`config.mk`:
```
export PLATFORM = sky130hd
export DESIGN_NAME = mem_port_arbiter
export DESIGN_NICKNAME = d
export VERILOG_FILES = /design/src/rtl/mem_port_arbiter_pkg.sv /design/src/rtl/mem_port_arbiter.sv
export SDC_FILE = /design/constraint.sdc
export NUM_CORES = 1
export LEC_CHECK = 0
export ABC_AREA = 1
export CAP_MARGIN = 0
export CORE_MARGIN = 1
export CORE_UTILIZATION = 27
export DETAILED_ROUTE_END_ITERATION = 10
export PLACE_DENSITY_LB_ADDON = 0.12
export SYNTH_ARGS = -nofsm -noshare
export SYNTH_HDL_FRONTEND = slang
export SYNTH_SLANG_ARGS = --single-unit
```
`constraint.sdc`:
```
create_clock -name clock -period 3.2 [get_ports clock]
set_input_delay 0.48 -clock clock [delete_from_list [all_inputs] [get_ports clock]]
set_output_delay 0.48 -clock clock [all_outputs]
set_load 0.05 [all_outputs]
```
`src/rtl/mem_port_arbiter_pkg.sv`:
```
`default_nettype none
// +----------------------------------------------------------------------+
// | mem_port_arbiter_pkg: shared widths, arbiter states and defaults      |
// | Revision: 1.0                                                        |
// +----------------------------------------------------------------------+
package mem_port_arbiter_pkg;

  localparam int WORD_SIZE            = 16;
  localparam int MEM_ADDR_SIZE        = 5;
  localparam int MEM_SIZE             = 32;
  localparam int STARVE_LIMIT_DEFAULT = 4;

  typedef enum logic {
    ARB_RUN  = 1'b0,
    ARB_LOAD = 1'b1
  } arb_state_e;

endpackage : mem_port_arbiter_pkg
`default_nettype wire

```
`src/rtl/mem_port_arbiter.sv`:
```
`default_nettype none
// +----------------------------------------------------------------------+
// | mem_port_arbiter: shares one memory port between loader and CPU      |
// | Revision: 1.0                                                        |
// +----------------------------------------------------------------------+
module mem_port_arbiter
  import mem_port_arbiter_pkg::*;
#(
  parameter int STARVE_LIMIT = STARVE_LIMIT_DEFAULT
) (
  input  logic                     clock,
  input  logic                     reset,
  input  logic                     load_start,
  input  logic                     load_done,
  output logic                     load_busy,
  input  logic                     ld_req,
  input  logic                     ld_we,
  input  logic [MEM_ADDR_SIZE-1:0] ld_addr,
  input  logic [WORD_SIZE-1:0]     ld_wdata,
  output logic                     ld_gnt,
  output logic                     ld_rvalid,
  input  logic                     cpu_req,
  input  logic                     cpu_we,
  input  logic [MEM_ADDR_SIZE-1:0] cpu_addr,
  input  logic [WORD_SIZE-1:0]     cpu_wdata,
  output logic                     cpu_gnt,
  output logic                     cpu_rvalid,
  output logic [WORD_SIZE-1:0]     rdata,
  output logic                     mem_we,
  output logic [MEM_ADDR_SIZE-1:0] mem_addr,
  output logic [WORD_SIZE-1:0]     mem_wdata,
  input  logic [WORD_SIZE-1:0]     mem_rdata
);

  localparam logic [3:0] C_LIMIT = 4'(STARVE_LIMIT);

  arb_state_e       state_q, state_d;
  logic [3:0]       starve_cnt_q, starve_cnt_d;
  logic             ld_rvalid_q, ld_rvalid_d;
  logic             cpu_rvalid_q, cpu_rvalid_d;

  always_comb begin
    ld_gnt  = 1'b0;
    cpu_gnt = 1'b0;
    // Grants are gated by reset so nothing reaches memory while held in reset.
    if (reset) begin
      if (state_q == ARB_LOAD) begin
        ld_gnt = ld_req;
      end else if (cpu_req && (starve_cnt_q == C_LIMIT)) begin
        cpu_gnt = 1'b1;
      end else begin
        ld_gnt  = ld_req;
        cpu_gnt = cpu_req & ~ld_req;
      end
    end
  end

  always_comb begin
    mem_we    = 1'b0;
    mem_addr  = '0;
    mem_wdata = '0;
    if (ld_gnt) begin
      mem_we    = ld_we;
      mem_addr  = ld_addr;
      mem_wdata = ld_wdata;
    end else if (cpu_gnt) begin
      mem_we    = cpu_we;
      mem_addr  = cpu_addr;
      mem_wdata = cpu_wdata;
    end
  end

  always_comb begin
    state_d      = state_q;
    starve_cnt_d = 4'd0;
    ld_rvalid_d  = ld_gnt & ~ld_we;
    cpu_rvalid_d = cpu_gnt & ~cpu_we;
    case (state_q)
      ARB_RUN:  if (load_start) state_d = ARB_LOAD;
      ARB_LOAD: if (load_done)  state_d = ARB_RUN;
      default:  state_d = ARB_RUN;
    endcase
    if ((state_q == ARB_RUN) && cpu_req && !cpu_gnt) begin
      starve_cnt_d = (starve_cnt_q < C_LIMIT) ? starve_cnt_q + 4'd1 : starve_cnt_q;
    end
  end

  always_ff @(posedge clock) begin
    if (!reset) begin
      state_q      <= ARB_RUN;
      starve_cnt_q <= 4'd0;
      ld_rvalid_q  <= 1'b0;
      cpu_rvalid_q <= 1'b0;
    end else begin
      state_q      <= state_d;
      starve_cnt_q <= starve_cnt_d;
      ld_rvalid_q  <= ld_rvalid_d;
      cpu_rvalid_q <= cpu_rvalid_d;
    end
  end

  assign load_busy  = (state_q == ARB_LOAD);
  assign ld_rvalid  = ld_rvalid_q;
  assign cpu_rvalid = cpu_rvalid_q;
  assign rdata      = mem_rdata;

endmodule : mem_port_arbiter
`default_nettype wire
```
==> flow_summary.json <==
{
  "max-cap-violations": 0,
  "combPwrFrac_pct": 59.8,
  "min_from": "load_busy",
  "cts_buffer_depth": 2,
  "worstSetupPathType": "input pin to primary output",
  "whs_path_depth": 1,
  "timing.final.crit_share_pct": 78.7,
  "grt_max_degree": 24,
  "drc_errors": 20,
  "min_path_type": "register to register",
  "cts_max_level": 1,
  "wirelength_mm": 3.07,
  "power_mw": 0.419,
  "finalSetupViolations": 0,
  "r2r_start": "starve_cnt_q[0]",
  "antenna_cells": 0,
  "grt_util_all_layers_pct": 18.1,
  "cts_root_buffer": "clkbuf_4",
  "violations": "DRC",
  "die_x_microns": 57.1,
  "syn-num-nets": 201,
  "antenna_found_initial": 0,
  "p_seq_share_pct": 21.8,
  "outcome": "complete, but fails checks",
  "routabilityCongestion": 0.785,
  "r2r_cells": 6,
  "postLayoutCoreUtil_pct": 60.0,
  "grt_pass1_vias": 915,
  "die_y_microns": 57.1,
  "worst_pin_slew_ps": 690,
  "ys_ff_latch": 7,
  "core_area_sq_um": 2810,
  "crit_fanout": 23,
  "most-common-layout-cells": "52 x clkdlybuf4s50_1, 46 x nand3_1, 26 x nand2_1, 23 x buf_12, 9 x nor2_1",
  "final_common_cell": "clkdlybuf4s50_1",
  "cts-hold-fix-buffers": 0,
  "fmax_mhz": 397,
  "cp.arrival_ps": 2040,
  "drv_slew": 0,
  "final_nets": 259,
  "drive_above_1_share_pct": 17.9,
  "maxSlewHeadroom_pct": 53.9,
  "powerDensity_nw_per_um2": 249,
  "antenna_left": 0,
  "power.internal_mw": 0.267,
  "cts_buffers": 3,
  "r2r-end": "cpu_rvalid",
  "tns_ps": 0,
  "rsz0062_at_grt": "false",
  "syn_area_sq_um": 818,
  "wl_per_cell_microns": 13.9,
  "die_area_sq_um": 3250,
  "grt_pass1_wl_mm": 4.63,
  "num_rows": 19,
  "drtPass1Iterations": 7,
  "rrSetupSlack_ps": 1820,
  "drt-vias-per-instance": 4.80,
  "post_cts_buffers": 0,
  "dp.final_hpwl_mm": 2.36,
  "areaGrowthSynthToFinish_pct": 106,
  "overflow": 0,
  "netSwitchingPower_mw": 0.152,
  "seq_area_frac_synth_pct": 17.1,
  "min_period_ps": 2520,
  "netlist_instances": 133,
  "synth_cell_types": 17,
  "drtIter0Drc": 70,
  "io_buffers": 76,
  "start_util_pct": 29.2,
  "n_fill_cell": 256,
  "clkTransAtPathRegs_ps": 50,
  "clk_latency_ps": 240,
  "hold_violations": 0,
  "worst_setup_path_start_kind": "input pin",
  "cts_tree": "yes",
  "min_to": "load_busy",
  "postSynthAreaPerCell_sq_um": 6.15,
  "switching_share_pct": 36.3,
  "crit_required_ps": 2720,
  "via_count": 1061,
  "p_leak_nw": 0.761,
  "yosys_warnings": 0,
  "peakVddDrop_v": 0.000184,
  "power_frac_clock_pct": 18.4,
  "end_kind": "primary output",
  "clock-sinks": 7,
  "cts_resized": 0,
  "finalClockSkew_ps": 2.10,
  "pin_count": 109
}
[worst max-delay path: stages]
cell,delay (ps)
clkdlybuf4s50_1,520
nand2_1,60
inv_1,510
nand3_1,180
nand2_1,140
buf_12,140
[Yosys cell counts]
| cell type | instances | share of area [%] |
|---|---|---|
| clkbuf_8 | 2 | 3.4 |
| ha_1 | 2 | 3.1 |
| buf_2 | 2 | 1.2 |
| nand2_1 | 26 | 12 |
| nand3_1 | 46 | 28 |
| inv_2 | 1 | 0.46 |
| nor3b_1 | 1 | 0.92 |
| nor2_1 | 9 | 4.1 |
| a21oi_1 | 2 | 1.2 |
| buf_6 | 2 | 2.8 |
| buf_4 | 18 | 17 |
| nand2_2 | 3 | 2.3 |
| xor2_1 | 1 | 1.1 |
| o21ai_0 | 1 | 0.61 |
| nor2_2 | 2 | 1.5 |
| inv_1 | 8 | 3.7 |
| dfxtp_1 | 7 | 17 |
[how the worst max path moves through the flow]
stage / cells past startpoint / from / to
after floorplan: 7 / load_busy / mem_addr[0]
after global placement: 6 / ld_req / mem_we
after detailed placement: 6 / ld_req / mem_wdata[10]
after CTS: 6 / ld_req / mem_wdata[10]
after global routing: 6 / ld_req / mem_wdata[2]
final: 6 / ld_req / mem_wdata[10]
[cell families after synthesis]
logic type | count (synthesis) | synth area share [%]
simple gates | 87 | 48.9
compound gates | 3 | 1.83
flops | 7 | 17.1
fa+ha+maj | 2 | 3.06
xor+xnor | 1 | 1.07
buf+inv | 33 | 28.0
[metal layers]
metal	GRT usage (%)	share of wire (%)
met1	24.2	40
met2	29.1	50
met3	2.72	8.1
met4	8.01	1.2
met5	0	0
[registers in the layout (all words and copies together) (netlist names)]
name and flops:
cpu_rvalid 1, ld_rvalid 1, starve_cnt_q 4, load_busy 1
[layout make-up]
cell class,instances,area [sq um],share of cell area (%)
Sequential cell,7,140,8.32
Tap cell,31,38.8,2.30
Inverter,9,33.8,2.01
Timing Repair Buffer,77,996,59.1
Multi-Input combinational cell,93,449,26.7
Clock buffer,4,26.3,1.56
[stage by stage]
step           cells  instance area [sq um]  worst slack (ps)  hold WS, ps
5_1_grt          221                   1680               543          510
4_1_cts          221                   1680               681          481
3_3_place_gp     217                   1660               705          461
2_1_floorplan    133                    818              1220          469
6_report         221                   1680               681          483
3_5_place_dp     217                   1660               681          474
[power groups by stage]
stage          sequential (mW)  combinational, mW  clock, mW
6_report                0.0913              0.250     0.0772
4_1_cts                 0.0912              0.252     0.0821
5_1_grt                 0.0914              0.262     0.0904
3_3_place_gp            0.0927              0.249          0
2_1_floorplan           0.0991              0.155          0
3_5_place_dp            0.0930              0.251          0
Power figures use the tool's default switching activity.
